[src/rtl/seg_scan_mux.sv]
// seg_scan_mux: time-multiplexed common-anode 7-segment scanner.
// Ports: clk, rstn (async, active-low); digits, blank_mask, bright in;
//   seg, an_n, cur_digit, frame_pulse out (all registered).
module seg_scan_mux #(
  parameter int NUM_DIGITS     = 4,
  parameter int SEG_W          = 8,
  parameter int DIV            = 50000,
  parameter int BLANK_TICKS    = 1,
  parameter bit SEG_ACTIVE_LOW = 1'b1,
  localparam int IW = ($clog2(NUM_DIGITS) > 1)
                    ? $clog2(NUM_DIGITS) : 1
) (
  input  logic                        clk,
  input  logic                        rstn,
  input  logic [NUM_DIGITS*SEG_W-1:0] digits,
  input  logic [NUM_DIGITS-1:0]       blank_mask,
  input  logic [3:0]                  bright,
  output logic [SEG_W-1:0]            seg,
  output logic [NUM_DIGITS-1:0]       an_n,
  output logic [IW-1:0]               cur_digit,
  output logic                        frame_pulse
);

  localparam int PW = (DIV > 1) ? $clog2(DIV) : 1;
  localparam logic [PW-1:0] LAST_PRE = PW'(DIV - 1);
  localparam logic [IW-1:0] LAST_IDX = IW'(NUM_DIGITS - 1);
  localparam logic [3:0]    BT       = 4'(BLANK_TICKS);
  localparam logic [SEG_W-1:0] UNLIT = {SEG_W{SEG_ACTIVE_LOW}};

  logic [PW-1:0] pre_cnt, pre_nx;
  logic [3:0]    phase, phase_nx;
  logic [IW-1:0] idx, idx_nx;

  logic [NUM_DIGITS-1:0][SEG_W-1:0] sh_digits, dig_nx;
  logic [NUM_DIGITS-1:0] sh_mask, mask_nx;
  logic [3:0]            sh_bright, bright_nx;

  logic                  tick, load, on_nx;
  logic [SEG_W-1:0]      seg_nx;
  logic [NUM_DIGITS-1:0] an_nx;

  // Outputs are computed from the next state so the drive and
  // cur_digit change on the same edge as the slot counters.
  always_comb begin
    tick      = (pre_cnt == LAST_PRE);
    load      = tick && (phase == 4'hF) && (idx == LAST_IDX);
    pre_nx    = tick ? '0 : pre_cnt + 1'b1;
    phase_nx  = tick ? phase + 1'b1 : phase;
    idx_nx    = idx;
    if (tick && (phase == 4'hF))
      idx_nx = (idx == LAST_IDX) ? '0 : idx + 1'b1;
    dig_nx    = load ? digits     : sh_digits;
    mask_nx   = load ? blank_mask : sh_mask;
    bright_nx = load ? bright     : sh_bright;
    on_nx     = (phase_nx >= BT)
             && (phase_nx <= bright_nx)
             && !mask_nx[idx_nx];
    seg_nx    = UNLIT;
    an_nx     = '1;
    if (on_nx) begin
      seg_nx         = dig_nx[idx_nx] ^ UNLIT;
      an_nx[idx_nx]  = 1'b0;
    end
  end

  always_ff @(posedge clk or negedge rstn) begin
    if (!rstn) begin
      pre_cnt     <= '0;
      phase       <= '0;
      idx         <= '0;
      sh_digits   <= '0;
      sh_mask     <= '1;
      sh_bright   <= '0;
      seg         <= UNLIT;
      an_n        <= '1;
      cur_digit   <= '0;
      frame_pulse <= 1'b0;
    end else begin
      pre_cnt     <= pre_nx;
      phase       <= phase_nx;
      idx         <= idx_nx;
      sh_digits   <= dig_nx;
      sh_mask     <= mask_nx;
      sh_bright   <= bright_nx;
      seg         <= seg_nx;
      an_n        <= an_nx;
      cur_digit   <= idx_nx;
      frame_pulse <= load;
    end
  end

endmodule

[config.mk]
export PLATFORM = sky130hd
export DESIGN_NAME = seg_scan_mux
export DESIGN_NICKNAME = d
export VERILOG_FILES = /design/src/rtl/seg_scan_mux.sv
export SDC_FILE = /design/constraint.sdc
export NUM_CORES = 1
export LEC_CHECK = 0
export CORE_ASPECT_RATIO = 0.7
export CORE_UTILIZATION = 40
export DETAILED_ROUTE_END_ITERATION = 8
export PLACE_DENSITY = 0.61
export SYNTH_ARGS = -nofsm -noshare
export SYNTH_HDL_FRONTEND = slang
export SYNTH_SLANG_ARGS = --single-unit
[constraint.sdc]
create_clock -name clk -period 10.6 [get_ports clk]
set_clock_uncertainty 0.1 [all_clocks]
set_input_delay 1.59 -clock clk [delete_from_list [all_inputs] [get_ports clk]]
set_output_delay 1.59 -clock clk [all_outputs]
set_load 0.03 [all_outputs]
Word level (Yosys, flattened, before mapping)
Index checks and enable logic that the tools add are counted.
{"block": "totals", "reg_bits": 75, "latch_bits": 0, "ramBits": 0, "mem_bits_ro": 0, "in_bits": 42, "word_cells": 45, "memories": 0}
{"block": "classes", "add_sub_neg": 3, "multipliers": 0, "n_div": 0, "magnitude_cmp": 4, "n_eq_ne": 3, "shifts": 0, "muxes": 15, "bitwise": 2, "reduce_logical": 6}
{"op": "32-bit two-way mux", "n": 1}
{"op": "16-bit by 1-bit adder with 16-bit output (second input constant)", "n": 1}
{"op": "8-bit binary-select mux with 2-bit select", "n": 1}
{"op": "16-bit equality test (second input constant)", "n": 1}
{"op": "16-bit two-way mux", "n": 1}
{"op": "4-bit two-way mux", "n": 4}
{"op": "8-bit two-way mux", "n": 2}
{"op": "8-bit NOT", "n": 1}
{"op": "1-bit logical AND", "n": 5}
{"op": "4-bit by 1-bit adder with 4-bit output (second input constant)", "n": 1}
{"op": "4-bit equality test (second input constant)", "n": 1}
{"op": "4-bit by 1-bit greater-or-equal comparator with 1-bit output (second input constant)", "n": 1}
{"op": "4-bit less-or-equal comparator", "n": 1}
{"op": "2-bit two-way mux", "n": 2}
{"op": "4-bit NOT", "n": 1}
{"op": "2-bit by 3-bit < comparator with 1-bit output (second input constant)", "n": 1}
{"op": "2-bit by 1-bit adder with 2-bit output (second input constant)", "n": 1}
{"op": "1-bit binary-select mux with 2-bit select", "n": 1}
{"op": "1-bit demux with 2-bit select", "n": 1}
{"op": "2-bit equality test (second input constant)", "n": 1}
{"op": "2-bit by 1-bit greater-or-equal comparator with 1-bit output (second input constant)", "n": 1}
{"op": "1-bit two-way mux", "n": 2}
{"op": "1-bit zero test", "n": 1}

Longest topological paths before layout
Gate-level depths: netlist of the first run.
{"block": "logic_depth", "depth_word": 9, "ltp_mapped": 20}

Worst setup path after synthesis of the first run
No wires, ideal clock.
{"block": "synth_path", "path_type": "register -> register", "from": "register pre_cnt[0]", "to": "register seg[1]", "t_arrival_ps": 3360, "required_ps": 10416, "setup_slack_ps": 7056, "stages_incl_launch_ff": 20, "path_buffers": 6, "synth_period_minus_slack_ps": 3544, "cell_sequence": "dfrtp_1 > ha_1 > and3_1 > clkbuf_2 > nand4_2 > or2_1 > buf_6 > buf_6 > buf_6 > buf_2 > mux2i_1 > ha_1 > nor2b_1 > o21a_1 > o21a_1 > o21ai_0 > o221a_2 > o221a_2 > buf_6 > o41ai_2"}
{"block": "synth_via", "elab_chain_len": 9}
{"item": "from (decl)", "line_no": "30", "source": "logic [PW-1:0] pre_cnt, pre_nx;"}
{"item": "from (signal assigned)", "line_no": "79", "source": "pre_cnt <= pre_nx;"}
{"item": "16-bit equality test (*)", "line_no": "45", "source": "tick = (pre_cnt == LAST_PRE);"}
{"item": "parallel branches: the longest is 7 deep, another holds 4-bit less-or-equal comparator"}
{"item": "8-bit two-way mux (*)", "line_no": "60", "source": "if (on_nx) begin"}
{"item": "named net seg_nx[1]", "line_no": "39", "source": "logic [SEG_W-1:0] seg_nx;"}
{"item": "to (signal assigned)", "line_no": "85", "source": "seg <= seg_nx;"}
{"item": "to (decl)", "line_no": "18", "source": "output logic [SEG_W-1:0] seg,"}
Mark *: on every way through the listed nets, which the timed path passes. The select of a mux whose other input is x is not followed.

Worst setup path after layout of the first run
{"block": "layout_path", "from": "input bright[1]", "to": "register seg[5]"}
{"block": "layout_via", "elab_chain_len": 5}
{"item": "from (decl)", "line_no": "17", "source": "input logic [3:0] bright,"}
{"item": "4-bit two-way mux", "line_no": "54", "source": "bright_nx = load ? bright : sh_bright;"}
{"item": "4-bit less-or-equal comparator", "line_no": "56", "source": "&& (phase_nx <= bright_nx)"}
{"item": "1-bit logical AND", "line_no": "56"}
{"item": "1-bit logical AND", "line_no": "57", "source": "&& !mask_nx[idx_nx];"}
{"item": "8-bit two-way mux", "line_no": "60"}
{"item": "named net seg_nx[5]", "line_no": "39"}
The timed path passes the listed nets, and every way through them passes these cells.

==> key figures, run 1 <==
Clock tree
  • Clk buf depth: 2
  • CTS Hold Buffers Added: 0
  • Worst-path clk slew: 0.06 ns
  • Root buf cell: clkbuf_16
  • H-tree depth: 3
  • Number of buffers created by CTS: 9
  • CTS sink cnt: 75
  • CTS tree: yes
  • Setup bufs post-CTS: 0
  • Cts repair resizes: 0
  • Clock latency on the worst-skew pair: 0.33 ns

Logic synthesis
  • Synth Cell Area: 0.00346 mm²
  • Synth Flop Type: dfrtp_1
  • Post-synthesis sequential area ratio: 54.9%
  • EDFF count, synth: 0
  • Syn nets: roughly 380
  • Ys async rst share: 100%
  • Mux share of post-synthesis cell area: 5.68%
  • Post-synthesis register bit count: between 70 and 80
  • Synth Area in Adders: approximately 2.5%
  • Main combinational cell family by area after synthesis: simple AND/OR/NAND/NOR gates
  • Post-synthesis compound-gate area fraction: 7.82%
  • Simple-Gate Fraction of Synth Area: 21.2%
  • Synth cell types: 42
  • Synth Area per Inst: 10.5 µm²
  • Synth Area in XOR/XNOR: 4.31%
  • Cell count after synthesis: around 330
  • Ys Warns: 0

Drt
  • First-pass iteration count of the detailed router: 4
  • Wire length per cell: 14.6 µm
  • Routed wire length: 7.20 mm
  • Drt via density: 4.93
  • Drt drc: 0
  • Antenna-violating nets left: 0
  • Via count: 2427
  • Detailed Route Iter0 Violations: 124

STA
  • Worst Tran Pin Value: 1.08 ns
  • Max Freq: about 270 MHz
  • Fin crit period: 3.69 ns
  • Unrepaired setup endpoints after global routing: no
  • Max-Slew Margin vs Limit: 27.7%
  • Count of final hold-check violations: 0
  • Max Transition Viols Final: 0
  • Final setup fails: 0
  • Setup TNS: 0 ns
  • Crit share post-route: 34.8%

Finish
  • Layout cell share with drive strength beyond 1: 14.3%
  • Commonest non-fill, non-tap cell in the layout: nand2_1
  • Most frequent cells in the layout: nand2_1, dfrtp_1, clkdlybuf4s50_1
  • Area grow syn2layout: 27.5%
  • Fillers: 736
  • # diodes: 0
  • Number of nets in the layout: 435
  • Core Util, Final: 54.4%

Critical path
  • Worst reg2reg endpoint: seg[5]
  • CP Launch Type: primary input
  • Delay-heaviest family, CP: compound AO/OA/AOI/OAI gates
  • WP data required: 10.74 ns
  • Crit path from: bright[1]
  • Capture point of the worst path: seg[5]
  • CP Max Fanout: 12
  • Critical path buffers and inverters: 1
  • Setup CP Type: in -> reg
  • CP cell instances: clkdlybuf4s50_1 > mux2i_1 > ha_1 > nor2b_1 > o21a_1 > o21a_1 > o21ai_0 > o221a_2 > o221a_2 > o41ai_2
  • Reg2reg path depth: 13
  • Number of cells on the critical path: 10
  • Reg2Reg Setup Slack: 6.91 ns
  • Critical R2R Launch: pre_cnt[0]
  • Crit path largest cell delay: 0.40 ns
  • Worst Path Arrival: 3.83 ns
  • Critical Path End Type: flip-flop
  • CP max stage cell: o221a_2

Pwr
  • Psw: approximately 0.12 mW
  • Worst IR Drop VDD: between 0.1 and 0.15 mV
  • Clock power share: 51.0%
  • Net Sw Frac: 18.8%
  • Static Leak: between 1.5 and 2 nW
  • PwrDens: 146 mW/mm²
  • Internal power: 0.522 mW
  • Seq pwr share: 45.1%
  • Combinational fraction of design power: 3.9%

Global route
  • Largest net degree at the start of global routing: 76
  • Initial antenna violation count: 0
  • First-pass GRT wire length: about 12 mm
  • Total Routing Usage GR: 18.0%
  • Vias in the first global route: 2420
  • Grt total ovfl: 0

Floorplan
  • I/O pins: 57
  • Initial Util: a little over two fifths
  • Die Footprint: 0.00902 mm²
  • Die X: 113 µm
  • Die Y: roughly 80 µm
  • Row cnt: 27
  • Core ar.: 0.00811 mm²

Placed design
  • Post-DP HPWL: 4.95 mm
  • PortBufs: 56
  • GP Congestion: between 0.7 and 0.8

Min path
  • Hold Path Origin: pre_cnt[0]
  • Worst hold path class: reg -> reg

Status
  • Status: finished clean

Job
  • Max Cap Viol: 0
layer usage:
metal,vias up,part of all wire (%),global-route usage (%),routed length (µm)
li1,1211,-,-,-
met1,1152,51,25.3,3690
met2,56,43,25.7,3070
met3,8,4.8,5.47,344
met4,0,1.3,7.37,93
met5,-,0,0,0
cell usage after synthesis, types with 2 or more instances:
library cell | n | share of area [%]
buf_2 | 3 | 0.43
o21a_1 | 2 | 0.43
o22ai_1 | 2 | 0.36
nor3_1 | 2 | 0.29
inv_1 | 12 | 1.3
mux2_4 | 2 | 0.87
o41ai_2 | 6 | 2.8
nand2b_1 | 6 | 1.1
o221a_2 | 2 | 0.65
mux2i_1 | 11 | 3.2
ha_1 | 7 | 2.5
nor2b_1 | 13 | 2.4
dfstp_2 | 16 | 12
buf_6 | 4 | 1.3
nand2_1 | 88 | 9.6
a21oi_1 | 14 | 2.0
dfrtp_1 | 59 | 43
or2_1 | 2 | 0.36
nand3_1 | 8 | 1.2
nor2_1 | 17 | 1.8
clkbuf_1 | 4 | 0.43
and3_1 | 5 | 0.90
mux2_2 | 5 | 1.6
o21ai_1 | 2 | 0.29
xnor2_1 | 8 | 2.0
o21ai_0 | 2 | 0.29
xor2_1 | 9 | 2.3
nand4_1 | 4 | 0.72
worst register-to-register path, cell delays in order (launching register included):
cell and delay (ns):
dfrtp_1 0.39, ha_1 0.22, and3_1 0.27, nand4_2 0.19
or2_1 0.20, buf_4 0.45, mux2i_1 0.34, ha_1 0.28
o21a_1 0.11, o21a_1 0.16, o21ai_0 0.15, o221a_2 0.20
o221a_2 0.40, o41ai_2 0.14
worst min-delay path by stage:
stage	end	slack, ns	depth (start not counted)
after global routing	sh_digits[23]	0.38	2
final	pre_cnt[0]	0.35	1
after CTS	pre_cnt[0]	0.36	1
after detailed placement	sh_digits[30]	0.35	2
after global placement	sh_digits[21]	0.34	2
after floorplan	pre_cnt[0]	0.33	1
stage by stage:
| step | worst slack [ns] | instance area [µm²] | total power [mW] | hold WS [ns] | std cells |
|---|---|---|---|---|---|
| after floorplan | 7.06 | 3460 | 0.299 | 0.325 | 329 |
| after global placement | 6.65 | 4080 | 0.321 | 0.339 | 476 |
| after detailed placement | 6.53 | 4080 | 0.321 | 0.345 | 476 |
| after CTS | 6.88 | 4410 | 0.652 | 0.357 | 492 |
| after global routing | 6.68 | 4410 | 0.666 | 0.377 | 492 |
| final | 6.91 | 4410 | 0.643 | 0.354 | 492 |
power groups by stage:
stage / clock (mW) / sequential [mW] / combinational [mW]
floorplan: 0 / 0.295 / 0.00392
global placement: 0 / 0.295 / 0.0257
detailed placement: 0 / 0.295 / 0.0256
CTS: 0.336 / 0.290 / 0.0258
global route: 0.348 / 0.290 / 0.0276
finish: 0.328 / 0.290 / 0.0251
cells by family after synthesis:
| logic type | after synthesis |
|---|---|
| adders and majority gates | 7 |
| AOI/OAI and AO/OA | 34 |
| buffers and inverters | 24 |
| xor gates and xnor gates | 17 |
| muxes | 18 |
| and+or+nand+nor | 154 |
| DFF | 75 |
layout make-up:
class	instances	area, µm²	share of cell area, %
Clock buffer	11	253	5.74
Clock inverter	5	75.1	1.70
Inverter	12	45.0	1.02
Multi-Input combinational cell	230	1440	32.6
Sequential cell	75	1900	43.0
Tap cell	101	126	2.87
Timing Repair Buffer	58	573	13.0
registers in the layout, indices dropped and copies added (netlist names):
signal / count
sh_digits: 32
pre_cnt: 16
seg: 8
an_n: 4
phase: 4
sh_bright: 4
sh_mask: 4
idx: 2
frame_pulse: 1
(Power assumes the default switching activity.)
==> run 2, diff against run 1 <==
--- a/config.mk
+++ b/config.mk
@@ -8,7 +8,7 @@
 export CORE_ASPECT_RATIO = 0.7
 export CORE_UTILIZATION = 40
 export DETAILED_ROUTE_END_ITERATION = 8
-export PLACE_DENSITY = 0.61
+export PLACE_DENSITY = 0.63
 export SYNTH_ARGS = -nofsm -noshare
 export SYNTH_HDL_FRONTEND = slang
 export SYNTH_SLANG_ARGS = --single-unit
==> constraint.sdc (replaced) <==
create_clock -name clk -period 3.05 [get_ports clk]
set_clock_uncertainty 0.1 [all_clocks]
set_input_delay 0.4575 -clock clk [delete_from_list [all_inputs] [get_ports clk]]
set_output_delay 0.4575 -clock clk [all_outputs]
set_load 0.03 [all_outputs]
==> key figures, run 2 (synthesis results as in run 1) <==
Global route
  • Largest net degree at the start of global routing: 76
  • Vias in the first global route: ~2600
  • Initial antenna violation count: 0
  • Total Routing Usage GR: 19.3%
  • Grt total ovfl: 0
  • First-pass GRT wire length: 13.0 mm

Drt
  • Antenna-violating nets left: 0
  • Wire length per cell: 15.2 µm
  • Via count: between 2000 and 3000
  • First-pass iteration count of the detailed router: 4
  • Detailed Route Iter0 Violations: 105
  • Drt drc: 0
  • Drt via density: roughly 4.9
  • Routed wire length: 7.86 mm

Clock tree
  • CTS tree: yes
  • CTS sink cnt: 75
  • Clk buf depth: 2
  • Number of buffers created by CTS: 9
  • Worst-path clk slew: 0.06 ns
  • H-tree depth: 3
  • CTS Hold Buffers Added: 0
  • Root buf cell: clkbuf_16
  • Clock latency on the worst-skew pair: 0.33 ns

Critical path
  • CP Max Fanout: 6
  • CP max stage cell: dfrtp_1
  • Critical R2R Launch: pre_cnt[10]
  • Crit path largest cell delay: 0.40 ns
  • CP Launch Type: flip-flop
  • Most Frequent Cell on Critical Path: o21a_1
  • Setup CP Type: reg -> reg
  • Crit path from: pre_cnt[10]
  • Critical Path End Type: flip-flop
  • Delay-heaviest family, CP: compound AO/OA/AOI/OAI gates
  • WP data required: 3.20 ns
  • Critical path buffers and inverters: 0
  • CP cell instances: nor4b_4 > and4_4 > mux2_4 > ha_4 > nor2b_4 > o21a_1 > o21a_1 > o21ai_1 > o221a_2 > o221a_4 > o41ai_2
  • Worst Path Arrival: 3.17 ns

Min path
  • Worst hold path class: in -> async

Pwr
  • PwrDens: 442 mW/mm²
  • Combinational fraction of design power: 4.7%
  • Seq pwr share: 49.0%
  • Clock power share: 46.3%
  • Internal power: 1.63 mW
  • Worst IR Drop VDD: 0.300 mV
  • Net Sw Frac: 20.7%
  • Static Leak: 2.10 nW
  • Psw: 0.427 mW

STA
  • Max Transition Viols Final: 0
  • Worst Tran Pin Value: about 0.94 ns
  • Count of final hold-check violations: 0
  • Worst hold slack: 0.160 ns
  • Unrepaired setup endpoints after global routing: yes
  • Crit share post-route: 99.0%
  • Fin crit period: 3.02 ns
  • Final setup fails: 0
  • Max-Slew Margin vs Limit: 37.6%
  • Setup TNS: 0 ns
  • Max Freq: 331 MHz

Floorplan
  • Die X: 113 µm
  • Row cnt: 27
  • Die Y: 79.8 µm
  • Initial Util: 42.6%
  • Core ar.: 0.00811 mm²
  • Die Footprint: 0.00902 mm²
  • I/O pins: 57

Placed design
  • DP Area: between 0.004 and 0.005 mm²
  • PortBufs: 56
  • Post-DP HPWL: between 5 and 6 mm
  • GP Congestion: 0.791
  • Placed cell count: 500

Finish
  • Final instance area: 0.00466 mm²
  • Area grow syn2layout: 34.8%
  • Core Util, Final: 57.5%
  • # diodes: 0
  • Number of nets in the layout: 462
  • Most frequent cells in the layout: nand2_1, dfrtp_1, clkdlybuf4s50_1
  • Max reg flops: 32
  • Top flop regs: sh_digits x32, pre_cnt x16, seg x8
  • Commonest non-fill, non-tap cell in the layout: nand2_1
  • Biggest register: sh_digits
  • Layout Cells excl Fill: around 520
  • Layout cell share with drive strength beyond 1: 21.8%
  • Fillers: about 740

Status
  • Status: finished clean

Job
  • Max Cap Viol: 0
[run 2: power by group through the flow]
stage               registers [mW]  clock network, mW  logic, mW
floorplan                     1.03                  0     0.0139
global placement              1.03                  0     0.0904
detailed placement            1.03                  0     0.0905
CTS                           1.01              0.975     0.0944
global route                  1.01               1.02      0.105
finish                        1.01              0.955     0.0960
[run 2: worst register-to-register path, stage by stage (launching register included)]
cell	delay [ns]
dfrtp_1	0.40
nor4b_4	0.40
and4_4	0.30
mux2_4	0.33
ha_4	0.25
nor2b_4	0.12
o21a_1	0.16
o21a_1	0.16
o21ai_1	0.13
o221a_2	0.24
o221a_4	0.27
o41ai_2	0.09
[run 2: stage by stage]
step / worst slack, ns / power (mW)
after global routing: -0.0915 / 2.14
after global placement: -0.0171 / 1.12
after CTS: 0.0167 / 2.08
after detailed placement: -0.0929 / 1.12
final: 0.0319 / 2.06
after floorplan: -0.341 / 1.04
[run 2: final timing paths]
| check | to | slack (ns) | depth (start not counted) |
|---|---|---|---|
| worst max-delay path | seg[5] | 0.03 | 11 |
| worst min-delay path | sh_digits[27] | 0.16 | 1 |
| worst max register to register | seg[5] | 0.03 | 11 |
| worst min register to register | sh_mask[1] | 0.36 | 2 |
| max in group asynchronous | idx[0] | 2.01 | 1 |
| min in group clk | sh_mask[1] | 0.36 | 2 |
[run 2: cell type report]
cell class              count  area [µm²]  area share, %
clock buffers              13         250           5.37
repair buffers             84         772           16.6
flip-flops and latches     75        1900           40.7
inverters                  12        45.0          0.967
well taps                 101         126           2.71
clock inverters             3        15.0          0.322
multi-input cells         231        1550           33.3
[run 2: layer usage]
metal,GRT usage [%],part of all wire [%],wire length (µm)
met2,26.9,42,3320
met1,28.2,52,4070
met5,0,0,0
met4,5.92,1.4,107
met3,6.53,4.7,368
[run 2: what timing repair did]
item                                    in CTS  in global routing
gates resized for setup                      9                  6
gates cloned                                 1                  0
endpoints found under the setup margin      12                 12
pin swaps                                    2                  3
buffers inserted                             1                  1
